File: src/rtl/notes_tone_synth_if.sv
// Signal bundle between the note decoder side and the tone synthesiser.
`timescale 1ns/1ps
interface notes_tone_synth_if;
    logic [7:0] input_note_sel_3;
    logic       input_enable_4;
    logic       output_tone_5;
    logic       output_busy_6;
    logic [2:0] output_note_idx_7;
    logic       output_error_8;

    modport master (
        output input_note_sel_3,
        output input_enable_4,
        input  output_tone_5,
        input  output_busy_6,
        input  output_note_idx_7,
        input  output_error_8
    );

    modport slave (
        input  input_note_sel_3,
        input  input_enable_4,
        output output_tone_5,
        output output_busy_6,
        output output_note_idx_7,
        output output_error_8
    );
endinterface

File: src/rtl/notes_tone_synth.sv
// Deglitches the one-hot note decode and drives a runt-free square wave.
`timescale 1ns/1ps
module notes_tone_synth #(
    parameter int PRESCALE = 1,
    parameter int SETTLE   = 4,
    parameter int CNT_W    = 16
) (
    input logic              input_clock1_1,
    input logic              input_reset1_2,
    notes_tone_synth_if.slave bus
);
    localparam int PW = (PRESCALE > 1) ? $clog2(PRESCALE) : 1;

    localparam logic [1:0] S_IDLE   = 2'd0;
    localparam logic [1:0] S_PLAY   = 2'd1;
    localparam logic [1:0] S_SWITCH = 2'd2;

    logic [7:0]       sel_q, sel_d;
    logic [7:0]       last_q, last_d;
    logic [3:0]       stab_q, stab_d;
    logic [1:0]       state_q, state_d;
    logic             tone_q, tone_d;
    logic [2:0]       idx_q, idx_d;
    logic [CNT_W-1:0] cnt_q, cnt_d;
    logic [PW-1:0]    pre_q, pre_d;

    logic       tick, settled, one_hot, multi_hot;
    logic       bnd, differs, apply;
    logic [2:0] sel_idx;

    function automatic logic [CNT_W-1:0] reload(input logic [2:0] i);
        unique case (i)
            3'd0:    reload = CNT_W'(477);
            3'd1:    reload = CNT_W'(425);
            3'd2:    reload = CNT_W'(378);
            3'd3:    reload = CNT_W'(357);
            3'd4:    reload = CNT_W'(318);
            3'd5:    reload = CNT_W'(283);
            3'd6:    reload = CNT_W'(252);
            default: reload = CNT_W'(238);
        endcase
    endfunction

    function automatic logic [2:0] enc(input logic [7:0] v);
        enc = 3'd0;
        for (int i = 0; i < 8; i++)
            if (v[i]) enc = 3'(i);
    endfunction

    function automatic logic is_one_hot(input logic [7:0] v);
        is_one_hot = (v != 8'd0) && ((v & (v - 8'd1)) == 8'd0);
    endfunction

    // sel_q doubles as the candidate: a new sample restarts the run at 1
    always_comb begin
        sel_d = bus.input_note_sel_3;
        if (sel_d != sel_q)
            stab_d = 4'd1;
        else if (stab_q != 4'(SETTLE))
            stab_d = stab_q + 4'd1;
        else
            stab_d = stab_q;
    end

    assign tick      = (pre_q == PW'(PRESCALE - 1));
    assign pre_d     = tick ? '0 : pre_q + PW'(1);
    assign settled   = (stab_q == 4'(SETTLE));
    assign one_hot   = is_one_hot(sel_q);
    assign multi_hot = (sel_q != 8'd0) && !one_hot;
    assign sel_idx   = enc(sel_q);
    assign last_d    = settled ? sel_q : last_q;
    assign bnd       = tick && (cnt_q == '0);
    assign differs   = settled && !(one_hot && sel_idx == idx_q);

    always_comb begin
        state_d = state_q;
        tone_d  = tone_q;
        idx_d   = idx_q;
        cnt_d   = cnt_q;
        apply   = 1'b0;
        if (!bus.input_enable_4) begin
            state_d = S_IDLE;
            tone_d  = 1'b0;
            idx_d   = 3'd0;
            cnt_d   = '0;
        end else begin
            unique case (state_q)
                S_IDLE: begin
                    if (settled && one_hot) begin
                        state_d = S_PLAY;
                        tone_d  = 1'b1;
                        idx_d   = sel_idx;
                        cnt_d   = reload(sel_idx);
                    end
                end
                S_PLAY, S_SWITCH: begin
                    // changes only land while the output is, or is about to be, low
                    if ((differs || state_q == S_SWITCH) &&
                        (!tone_q || bnd)) begin
                        apply = 1'b1;
                    end else begin
                        if (differs) state_d = S_SWITCH;
                        if (bnd) begin
                            tone_d = ~tone_q;
                            cnt_d  = reload(idx_q);
                        end else if (tick) begin
                            cnt_d = cnt_q - CNT_W'(1);
                        end
                    end
                end
                default: state_d = S_IDLE;
            endcase
            if (apply) begin
                tone_d = 1'b0;
                if (is_one_hot(last_d)) begin
                    state_d = S_PLAY;
                    idx_d   = enc(last_d);
                    cnt_d   = reload(enc(last_d));
                end else begin
                    state_d = S_IDLE;
                    idx_d   = 3'd0;
                    cnt_d   = '0;
                end
            end
        end
    end

    always_ff @(posedge input_clock1_1) begin
        if (input_reset1_2) begin
            sel_q   <= '0;
            last_q  <= '0;
            stab_q  <= '0;
            state_q <= S_IDLE;
            tone_q  <= 1'b0;
            idx_q   <= '0;
            cnt_q   <= '0;
            pre_q   <= '0;
        end else begin
            sel_q   <= sel_d;
            last_q  <= last_d;
            stab_q  <= stab_d;
            state_q <= state_d;
            tone_q  <= tone_d;
            idx_q   <= idx_d;
            cnt_q   <= cnt_d;
            pre_q   <= pre_d;
        end
    end

    assign bus.output_tone_5     = tone_q;
    assign bus.output_busy_6     = (state_q != S_IDLE);
    assign bus.output_note_idx_7 = idx_q;
    assign bus.output_error_8    = settled && multi_hot;
endmodule

File: src/flat_wrapper.sv
// flat-port wrapper written by rule: the top's interface ports become plain ports
module notes_tone_synth_flat 
#(
    parameter int PRESCALE = 1,
    parameter int SETTLE   = 4,
    parameter int CNT_W    = 16
)
  (input_clock1_1, input_reset1_2, bus_input_note_sel_3, bus_input_enable_4, bus_output_tone_5, bus_output_busy_6, bus_output_note_idx_7, bus_output_error_8);
  notes_tone_synth_if bus_i ();
  input logic input_clock1_1;
  input logic input_reset1_2;
  input wire logic [$bits(bus_i.input_note_sel_3)-1:0] bus_input_note_sel_3;
  input wire logic [$bits(bus_i.input_enable_4)-1:0] bus_input_enable_4;
  output wire logic [$bits(bus_i.output_tone_5)-1:0] bus_output_tone_5;
  output wire logic [$bits(bus_i.output_busy_6)-1:0] bus_output_busy_6;
  output wire logic [$bits(bus_i.output_note_idx_7)-1:0] bus_output_note_idx_7;
  output wire logic [$bits(bus_i.output_error_8)-1:0] bus_output_error_8;
  assign bus_i.input_note_sel_3 = bus_input_note_sel_3;
  assign bus_i.input_enable_4 = bus_input_enable_4;
  assign bus_output_tone_5 = bus_i.output_tone_5;
  assign bus_output_busy_6 = bus_i.output_busy_6;
  assign bus_output_note_idx_7 = bus_i.output_note_idx_7;
  assign bus_output_error_8 = bus_i.output_error_8;
  notes_tone_synth #(.PRESCALE(PRESCALE), .SETTLE(SETTLE), .CNT_W(CNT_W)) u_core (.input_clock1_1(input_clock1_1), .input_reset1_2(input_reset1_2), .bus(bus_i));
endmodule
File: config.mk
export PLATFORM = sky130hd
export DESIGN_NAME = notes_tone_synth_flat
export DESIGN_NICKNAME = d
export VERILOG_FILES = /design/src/rtl/notes_tone_synth_if.sv /design/src/rtl/notes_tone_synth.sv /design/src/flat_wrapper.sv
export SDC_FILE = /design/constraint.sdc
export NUM_CORES = 1
export LEC_CHECK = 0
export CAP_MARGIN = 20
export CORE_AREA = 2 2 100 102
export DETAILED_ROUTE_END_ITERATION = 12
export DIE_AREA = 0 0 102 104
export DONT_BUFFER_PORTS = 1
export GPL_ROUTABILITY_DRIVEN = 0
export GPL_TIMING_DRIVEN = 1
export PLACE_DENSITY = 0.54
export SLEW_MARGIN = 5
export SYNTH_ARGS = -nofsm -noshare
export SYNTH_HDL_FRONTEND = slang
export SYNTH_SLANG_ARGS = --single-unit
File: constraint.sdc
create_clock -name input_clock1_1 -period 7.7 [get_ports input_clock1_1]
set_clock_uncertainty 0.2 [all_clocks]
set_input_delay 0.385 -clock input_clock1_1 [delete_from_list [all_inputs] [get_ports input_clock1_1]]
set_output_delay 0.385 -clock input_clock1_1 [all_outputs]
set_load 0.01 [all_outputs]
==> impl_metrics.py, run 1 <==
metrics = {
    "global_routing": {
        "use_met2": 0.294,
        "use_met1": 0.256,
        "grt_use_met3": 0.0255,
        "grt.busiest_layer": "met2",
        "grtUsageTotal": 0.184,
        "antenna_found_initial": 0,
        "grt_pass1_vias": 3041,
        "grt_max_degree": 28,
        "grt_pass1_wl_mm": 15.5,
        "grt-ovfl-total": 0,
    },
    "synth": {
        "syn_inst": 428,
        "ys_warn_count": 0,
        "async_reset_ff_frac": 0,
        "yosys.area.top_type": "dfxtp_1",
        "syn_avg_cell_area_sq_um": 7.68,
        "synth-edff-count": 0,
        "synth_nets": 445,
        "yosysSeqAreaShare": 0.262,
        "synth-seq-cells": 43,
        "synth_top_area_share": 0.262,
        "synthFlopType": "dfxtp_1",
        "synth.cell_area_sq_um": 3290,
        "ys_types": 76,
        "synth.area.top_cells": "dfxtp_1, a21oi_1, nand2_1, nor2_1, xnor2_1",
    },
    "worst_setup_path": {
        "r2r_end": "u_core.cnt_q[2]$_SDFFE_PP0P_",
        "r2r_cells": 7,
        "path_delay_family": "compound AO/OA/AOI/OAI gates",
        "arrival_ns": 3.41,
        "path_cells": "or2_1, a21oi_1, o31a_2, nand2b_2, a311oi_4, o211ai_1, a311oi_1",
        "slowest_stage": "a311oi_4",
        "crit_buf_inv": 0,
        "start_kind": "register",
        "rrSetupSlack_ns": 4.30,
        "cpPeakStageDelay_ns": 0.71,
        "setup.worst_path.end": "u_core.cnt_q[2]$_SDFFE_PP0P_",
        "path_class": "reg -> reg",
        "path_depth": 7,
        "endpoint_kind": "register",
        "cp.required_ns": 7.71,
        "timing.rr.start": "u_core.sel_q[7]$_SDFF_PP0_",
        "crit_path_start": "u_core.sel_q[7]$_SDFF_PP0_",
        "cp_max_fo": 17,
    },
    "cts": {
        "clock_latency_ns": 0.32,
        "clk_path_buf_depth": 2,
        "clkTransAtPathRegs_ns": 0.09,
        "cts_buffers": 5,
        "cts_tree": "built",
        "clock-sinks": 43,
        "htree_levels": 2,
        "cts_root_buf": "clkbuf_8",
    },
    "timing": {
        "final_max_slew_viol_count": 0,
        "relSlewSlack": 0.365,
        "fin_crit_sh": 0.441,
        "layout_setup_ws_ns": 4.30,
        "tns_ns": 0,
        "clock.fmax_ghz": 0.294,
        "worst_slew_pin_slew_ns": 0.951,
        "setup_violations": 0,
        "min_period_ns": 3.40,
        "hold_viol": 1,
        "grt_setup_unrepaired": "false",
        "fin_hold_ws_ns": -0.00139,
    },
    "finish": {
        "syn_to_final_growth_pct": 5.29,
        "final_nets": 431,
        "drive_gt1_frac": 0.0916,
        "fin_cells": 548,
        "diodes": 0,
    },
    "power_and_ir_drop": {
        "max-vdd-ir-drop_uv": 74.4,
        "p_total_uw": 434,
        "cellLeakagePower_uw": 0.00123,
        "power_density_nw_per_um2": 125,
    },
    "floorplan": {
        "start_util": 0.344,
        "die_x_um": 102,
        "dieArea_sq_um": 10600,
        "die_h_um": 104,
        "coreArea_sq_um": 9550,
        "io_pins": 17,
        "num_rows": 36,
    },
    "hold_path": {
        "hold_class": "in -> reg",
    },
    "placed_design": {
        "placedCellCount": 533,
        "port_buffers": 0,
        "post-dp-hpwl_mm": 6.90,
        "place_ws_ns": 4.34,
    },
    "drt": {
        "ant_nets": 0,
        "avgRoutedWirePerCell_um": 17.4,
        "firstDrtPassIters": 5,
        "route.vias.total": 3114,
        "drc": 0,
        "totalWireLength_mm": 9.54,
        "routed_via_density": 5.68,
        "drt_iter0_drc": 306,
    },
    "status": {
        "violations": "negative hold slack",
        "outcome": "finished, violations left",
    },
    "job": {
        "cap_violations": 0,
    },
}
==> power breakdown <==
part           leakage [uW]  internal (uW)  total (uW)  switching [uW]
combinational      0.000836           21.3        48.7            27.4
clock             0.0000412           63.5         150            86.5
sequential         0.000349            225         235            9.86
total               0.00123            310         434             124
==> layout by cell type (no fill, tap or decap), types with 7 or more instances in the layout <==
| cell | instances |
|---|---|
| inv_1 | 16 |
| o21ai_0 | 17 |
| nor2_1 | 35 |
| a31oi_1 | 11 |
| o211ai_1 | 9 |
| xnor2_1 | 14 |
| dfxtp_1 | 43 |
| nand3_1 | 11 |
| mux2i_1 | 7 |
| xor2_1 | 7 |
| o21ai_1 | 7 |
| nor2b_1 | 14 |
| a21oi_1 | 44 |
| nand2b_1 | 7 |
| nor3_1 | 16 |
| dlygate4sd3_1 | 7 |
| nand2_1 | 35 |
==> worst min-delay path by stage <==
stage	from	to	cells past startpoint
floorplan	u_core.cnt_q[10]$_SDFFE_PP0P_	u_core.cnt_q[10]$_SDFFE_PP0P_	2
finish	bus_input_note_sel_3[6]	u_core.sel_q[6]$_SDFF_PP0_	1
global placement	input_reset1_2	u_core.last_q[4]$_SDFF_PP0_	1
CTS	bus_input_note_sel_3[6]	u_core.sel_q[6]$_SDFF_PP0_	1
detailed placement	input_reset1_2	u_core.last_q[5]$_SDFF_PP0_	1
global route	bus_input_note_sel_3[5]	u_core.sel_q[5]$_SDFF_PP0_	1
==> timing repair <==
| action | in CTS | in global routing |
|---|---|---|
| hold endpoints to repair | 17 | 0 |
| setup endpoints to repair | 0 | 0 |
| buffers inserted | 0 | 0 |
| gates resized for setup | 0 | 0 |
| hold buffers | 7 | 0 |
==> state kept, by name, indices dropped and copies added, names as in the netlist <==
signal / count
u_core.pre_q: 1
u_core.last_q: 8
u_core.bus.output_note_idx_7: 3
u_core.state_q: 2
u_core.stab_q: 4
u_core.cnt_q: 16
u_core.bus.output_tone_5: 1
u_core.sel_q: 8
==> synthesized netlist by cell type, types with 3 or more instances <==
cell type,number
o211ai_1,9
nor2_1,35
o21ai_1,7
inv_1,16
a31oi_1,11
mux2i_1,7
nor4_1,4
xnor2_1,14
o21ai_0,17
nand4_1,5
or3_1,4
or2_1,4
a221oi_1,6
dfxtp_1,43
clkbuf_1,17
nor2b_1,14
or2_2,5
xor2_1,7
nor3_1,16
o221a_1,3
nand2b_1,7
and3_1,4
a311oi_1,6
a21oi_1,44
buf_6,3
nand3_1,11
a211oi_1,5
buf_2,7
nor4b_1,3
nand2_1,35
ha_1,6
==> metrics by stage <==
stage / cell area [sq um] / utilization
6_report: 3460 / 0.363
5_1_grt: 3460 / 0.363
4_1_cts: 3460 / 0.363
3_5_place_dp: 3310 / 0.346
3_3_place_gp: 3310 / 0.346
2_1_floorplan: 3290 / -
==> routing by layer <==
layer  routed length, um  share of wire  vias to the layer above
met1                4480           0.47                     1484
li1                    -              -                     1535
met5                   0              0                        -
met3                 384          0.040                        9
met4                 124          0.013                        0
met2                4560           0.48                       86
==> layout make-up <==
cell class / count / area [sq um]
Clock buffer: 6 / 72.6
Clock inverter: 2 / 12.5
Fill cell: 1052 / 6090
Inverter: 17 / 63.8
Multi-Input combinational cell: 338 / 2200
Sequential cell: 43 / 861
Tap cell: 133 / 166
Timing Repair Buffer: 9 / 85.1
==> kinds of logic after synthesis <==
group,Yosys count,synth area share
buffers and inverters,47,0.0689
adders and majority gates,6,0.0228
AOI/OAI and AO/OA,139,0.298
and+or+nand+nor,162,0.263
DFF,43,0.262
muxes,9,0.0282
xor gates and xnor gates,21,0.0559
other,1,0.00114
Power figures use the tool's default switching activity.
==> run 2, diff against run 1 <==
==> constraint.sdc (replaced) <==
create_clock -name input_clock1_1 -period 3.38 [get_ports input_clock1_1]
set_clock_uncertainty 0.2 [all_clocks]
set_input_delay 0.169 -clock input_clock1_1 [delete_from_list [all_inputs] [get_ports input_clock1_1]]
set_output_delay 0.169 -clock input_clock1_1 [all_outputs]
set_load 0.01 [all_outputs]
==> run 2 against run 1 <==
Clock power increased to 2.6 times the previous value. Combinational power increased to 2.6 times the previous value. Critical path depth unchanged. Worst setup slack got worse by 4.0 ns. The flow now finishes without violations. Maximum frequency increased by 9.9%. Via count increased by 3.5%. Power increased by 140%.
==> impl_metrics.py, run 2 (synthesis results as in run 1) <==
metrics = {
    "global_routing": {
        "grt_pass1_vias": 3062,
        "grt_pass1_wl_mm": 15.7,
        "grtUsageTotal": 0.185,
        "grt-ovfl-total": 0,
        "antenna_found_initial": 0,
        "grt_max_degree": 19,
    },
    "drt": {
        "drt_iter0_drc": 333,
        "ant_nets": 0,
        "routed_via_density": 5.72,
        "avgRoutedWirePerCell_um": 17.0,
        "totalWireLength_mm": 9.60,
        "route.vias.total": 3224,
        "drc": 0,
        "firstDrtPassIters": 5,
    },
    "placed_design": {
        "post-dp-hpwl_mm": 7.03,
        "port_buffers": 0,
        "dpl_cell_area_sq_um": 3400,
    },
    "cts": {
        "postCtsSetupBuffers": 0,
        "clock_latency_ns": 0.30,
        "clock-sinks": 43,
        "htree_levels": 2,
        "cts_tree": "built",
        "cts_resized": 0,
        "cts_root_buf": "clkbuf_8",
        "clk_path_buf_depth": 2,
        "clkTransAtPathRegs_ns": 0.09,
        "cts_buffers": 5,
    },
    "floorplan": {
        "dieArea_sq_um": 10600,
        "num_rows": 36,
        "die_x_um": 102,
        "start_util": 0.344,
        "coreArea_sq_um": 9550,
        "die_h_um": 104,
        "io_pins": 17,
    },
    "hold_path": {
        "min-delay-start": "bus_input_note_sel_3[0]",
        "min_path_cells": 4,
        "hold_class": "in -> reg",
        "min_to": "u_core.stab_q[2]$_SDFFE_PP0N_",
    },
    "power_and_ir_drop": {
        "power_density_nw_per_um2": 288,
        "max-vdd-ir-drop_uv": 262,
        "cellLeakagePower_uw": 0.00131,
        "p_total_uw": 1040,
    },
    "finish": {
        "regMostFlops": "u_core.cnt_q",
        "layout_commonest_cell": "a21oi_1",
        "final_nets": 447,
        "syn_to_final_growth_pct": 9.82,
        "n_fill_cell": 1031,
        "diodes": 0,
        "largest_register_ffs": 16,
        "top_regs": "u_core.cnt_q (16), u_core.last_q (8), u_core.sel_q (8)",
        "layout_common_cells": "a21oi_1, dfxtp_1, nor2_1, nand2_1, o21ai_0",
        "drive_gt1_frac": 0.118,
        "fin_area_sq_um": 3610,
    },
    "timing": {
        "final_max_slew_viol_count": 0,
        "min_period_ns": 3.09,
        "fin_hold_ws_ns": 0.0509,
        "worst_slew_pin_slew_ns": 0.969,
        "tns_ns": 0,
        "grt_setup_unrepaired": "false",
        "fin_crit_sh": 0.915,
        "clock.fmax_ghz": 0.323,
        "relSlewSlack": 0.352,
        "setup_violations": 0,
        "hold_viol": 0,
    },
    "worst_setup_path": {
        "rrSetupSlack_ns": 0.29,
        "timing.rr.start": "u_core.cnt_q[2]$_SDFFE_PP0P_",
        "r2r_cells": 7,
        "r2r_end": "u_core.bus.output_note_idx_7[0]$_SDFFE_PP0P_",
        "path_class": "reg -> reg",
        "cp.required_ns": 3.43,
        "endpoint_kind": "register",
        "cp_max_fo": 17,
        "start_kind": "register",
        "arrival_ns": 3.14,
    },
    "job": {
        "cap_violations": 0,
    },
    "status": {
        "outcome": "complete, no violations",
    },
}
-- run 2: power by group --
part	internal (uW)	total, uW	switching (uW)
Clock	186	384	198
Combinational	55.8	129	73.0
Sequential	513	526	13.8
-- run 2: worst max-delay path by stage --
stage | from | to | slack (ns) | depth (start not counted)
after floorplan | u_core.stab_q[0]$_SDFFE_PP0P_ | u_core.cnt_q[3]$_SDFFE_PP0P_ | 0.79 | 10
after global placement | u_core.stab_q[0]$_SDFFE_PP0P_ | u_core.bus.output_note_idx_7[0]$_SDFFE_PP0P_ | 0.42 | 9
after detailed placement | u_core.sel_q[2]$_SDFF_PP0_ | u_core.bus.output_note_idx_7[0]$_SDFFE_PP0P_ | 0.33 | 7
after CTS | u_core.sel_q[2]$_SDFF_PP0_ | u_core.bus.output_note_idx_7[0]$_SDFFE_PP0P_ | 0.30 | 7
after global routing | u_core.sel_q[3]$_SDFF_PP0_ | u_core.bus.output_note_idx_7[0]$_SDFFE_PP0P_ | 0.08 | 7
final | u_core.cnt_q[2]$_SDFFE_PP0P_ | u_core.bus.output_note_idx_7[0]$_SDFFE_PP0P_ | 0.29 | 7
-- run 2: area by class of cell --
class	instances	area, sq um	area share
multi-input cells	338	2200	0.609
flip-flops and latches	43	861	0.238
repair buffers	25	215	0.0596
well taps	133	166	0.0461
clock buffers	7	96.3	0.0267
inverters	17	63.8	0.0177
clock inverters	1	7.51	0.00208
-- run 2: timing repair --
item,CTS,global route
endpoints found under the setup margin,0,0
hold buffers,11,0
hold endpoints to repair,20,0
-- run 2: critical path, cell delays in order (launching register included) --
cell and delay [ns]:
dfxtp_1 0.38, nor4_2 0.58, nand4_2 0.34, nor2_4 0.17, nor2_1 0.09, a311oi_4 0.69
nor4b_1 0.34, o221a_1 0.23
-- run 2: stage by stage --
step | setup slack (ns) | utilization | std cells
after floorplan | 0.785 | - | 428
after global placement | 0.424 | 0.356 | 545
after detailed placement | 0.330 | 0.356 | 545
after CTS | 0.301 | 0.378 | 564
after global routing | 0.0797 | 0.378 | 564
final | 0.288 | 0.378 | 564
-- run 2: routing by layer --
metal / up-vias / global-route usage / part of all wire
met5: - / 0 / 0
met4: 0 / 0.0695 / 0.024
met3: 18 / 0.0255 / 0.045
met2: 99 / 0.279 / 0.46
met1: 1537 / 0.265 / 0.47
li1: 1570 / - / -
==> run 3, diff against run 2 <==
--- a/config.mk
+++ b/config.mk
@@ -5,14 +5,14 @@
 export SDC_FILE = /design/constraint.sdc
 export NUM_CORES = 1
 export LEC_CHECK = 0
+export BUFFER_PORTS_ARGS = -buffer_cell sky130_fd_sc_hd__buf_2
 export CAP_MARGIN = 20
 export CORE_AREA = 2 2 100 102
 export DETAILED_ROUTE_END_ITERATION = 12
 export DIE_AREA = 0 0 102 104
-export DONT_BUFFER_PORTS = 1
 export GPL_ROUTABILITY_DRIVEN = 0
 export GPL_TIMING_DRIVEN = 1
-export PLACE_DENSITY = 0.54
+export PLACE_DENSITY = 0.55
 export SLEW_MARGIN = 5
 export SYNTH_ARGS = -nofsm -noshare
 export SYNTH_HDL_FRONTEND = slang
==> run 3 against run 2 <==
First-iteration DRC count decreased by 47%. Count of clock-buffer cells in the layout is 2 lower. Sequential share of layout area down 0.70 points. Wire length is 1.3% lower. Cell count is 3.2% higher. Critical path depth unchanged. Register-to-register slack worse by 0.04 ns. Hold slack improved by 0.036 ns. Global-route usage shrank 0.52 points. Design area up 3.0%.
==> impl_metrics.py, run 3 (synthesis results as in run 1) <==
metrics = {
    "status": {
        "outcome": "complete, no violations",
    },
    "placed_design": {
        "port_buffers": 16,
        "place_ws_ns": 0.312,
        "placedCellCount": 566,
        "post-dp-hpwl_mm": 7.12,
    },
    "floorplan": {
        "io_pins": 17,
        "num_rows": 36,
        "start_util": 0.344,
        "dieArea_sq_um": 10600,
        "die_h_um": 104,
        "coreArea_sq_um": 9550,
        "die_x_um": 102,
    },
    "timing": {
        "fin_hold_ws_ns": 0.0866,
        "min_period_ns": 3.13,
        "setup_violations": 0,
        "clock.fmax_ghz": 0.320,
        "final_max_slew_viol_count": 0,
        "hold_viol": 0,
        "fin_crit_sh": 0.925,
        "relSlewSlack": 0.363,
        "layout_setup_ws_ns": 0.253,
        "tns_ns": 0,
        "grt_setup_unrepaired": "false",
        "worst_slew_pin_slew_ns": 0.954,
    },
    "hold_path": {
        "hold_class": "in -> reg",
    },
    "drt": {
        "avgRoutedWirePerCell_um": 16.3,
        "drc": 0,
        "routed_via_density": 5.58,
        "totalWireLength_mm": 9.48,
        "ant_nets": 0,
        "drt_iter0_drc": 178,
        "route.vias.total": 3248,
        "firstDrtPassIters": 5,
    },
    "cts": {
        "htree_levels": 2,
        "clock-sinks": 43,
        "cts_tree": "built",
        "clk_path_buf_depth": 2,
        "clkTransAtPathRegs_ns": 0.09,
        "cts_buffers": 5,
        "clock_latency_ns": 0.30,
        "cts_root_buf": "clkbuf_8",
    },
    "finish": {
        "diodes": 0,
        "layout_common_cells": "a21oi_1, dfxtp_1, nor2_1, nand2_1, buf_4",
        "top_regs": "u_core.cnt_q (16), u_core.last_q (8), u_core.sel_q (8)",
        "fin_cells": 582,
        "layout_commonest_cell": "a21oi_1",
        "multi_input_area_sq_um": 2200,
        "drive_gt1_frac": 0.160,
        "largest_register_ffs": 16,
        "n_fill_cell": 1026,
        "regMostFlops": "u_core.cnt_q",
        "final_nets": 465,
        "syn_to_final_growth_pct": 13.1,
        "regArea_sq_um": 861,
    },
    "global_routing": {
        "grtUsageTotal": 0.180,
        "grt-ovfl-total": 0,
        "grt_max_degree": 21,
        "grt_pass1_wl_mm": 15.4,
        "antenna_found_initial": 0,
        "grt_pass1_vias": 3021,
    },
    "power_and_ir_drop": {
        "cellLeakagePower_uw": 0.00141,
        "power_density_nw_per_um2": 291,
        "max-vdd-ir-drop_uv": 243,
    },
    "worst_setup_path": {
        "path_class": "reg -> reg",
        "cp_max_fo": 17,
        "arrival_ns": 3.18,
        "cp.required_ns": 3.43,
        "start_kind": "register",
        "rrSetupSlack_ns": 0.25,
        "endpoint_kind": "register",
    },
    "job": {
        "cap_violations": 0,
    },
}
[run 3: cell count changes in the layout (fill, tap and decap cells not counted), sizes merged]
cell,delta
clkinv,+2
clkinvlp,-1
clkbuf,-2
bufinv,+1
buf,+21
dlygate4sd3,-3
[run 3: critical path: stages, from the launching register on]
cell and delay [ns]:
dfxtp_1 0.59, inv_2 0.13, a221oi_4 0.40, o211ai_1 0.17, o22a_2 0.29, a311oi_4 0.73, nor4b_1 0.33, o221a_1 0.23
[run 3: repair_timing]
action                                 in CTS  in global routing
setup endpoints to repair                   0                  0
resized for setup                           0                  0
endpoints found under the hold margin       8                  0
hold buffers                                8                  0
buffers inserted                            0                  0
[run 3: area by class of cell]
cell class | count | area share
multi-input cells | 338 | 0.592
repair buffers | 43 | 0.0848
inverters | 17 | 0.0172
clock inverters | 3 | 0.0118
flip-flops and latches | 43 | 0.231
well taps | 133 | 0.0447
clock buffers | 5 | 0.0185
[run 3: path summary, 6_finish.rpt]
| check | startpoint | endpoint | cells after the start |
|---|---|---|---|
| max | u_core.sel_q[5]$_SDFF_PP0_ | u_core.bus.output_note_idx_7[0]$_SDFFE_PP0P_ | 7 |
| min | input_reset1_2 | u_core.last_q[6]$_SDFF_PP0_ | 2 |
| max reg2reg | u_core.sel_q[5]$_SDFF_PP0_ | u_core.bus.output_note_idx_7[0]$_SDFFE_PP0P_ | 7 |
| min reg2reg | u_core.cnt_q[14]$_SDFFE_PP0P_ | u_core.cnt_q[14]$_SDFFE_PP0P_ | 2 |
[run 3: metrics by stage]
stage	utilization	cell area (sq um)	total power (uW)
2_1_floorplan	-	3290	629
3_3_place_gp	0.369	3530	669
3_5_place_dp	0.369	3530	669
4_1_cts	0.390	3720	1090
5_1_grt	0.390	3720	1120
6_report	0.390	3720	1080
[run 3: routing by layer]
| layer | wire length [um] | part of all wire | track usage | vias to the layer above |
|---|---|---|---|---|
| li1 | - | - | - | 1610 |
| met1 | 4430 | 0.47 | 0.245 | 1532 |
| met2 | 4450 | 0.47 | 0.294 | 93 |
| met3 | 439 | 0.046 | 0.0269 | 13 |
| met4 | 161 | 0.017 | 0.0457 | 0 |
| met5 | 0 | 0 | 0 | - |
[run 3: power by group]
| part | switching, uW | leakage [uW] | internal, uW |
|---|---|---|---|
| sequential | 11.7 | 0.000349 | 513 |
| clock | 195 | 0.0000581 | 220 |
| combinational | 78.5 | 0.00100 | 62.9 |
| total | 285 | 0.00141 | 796 |
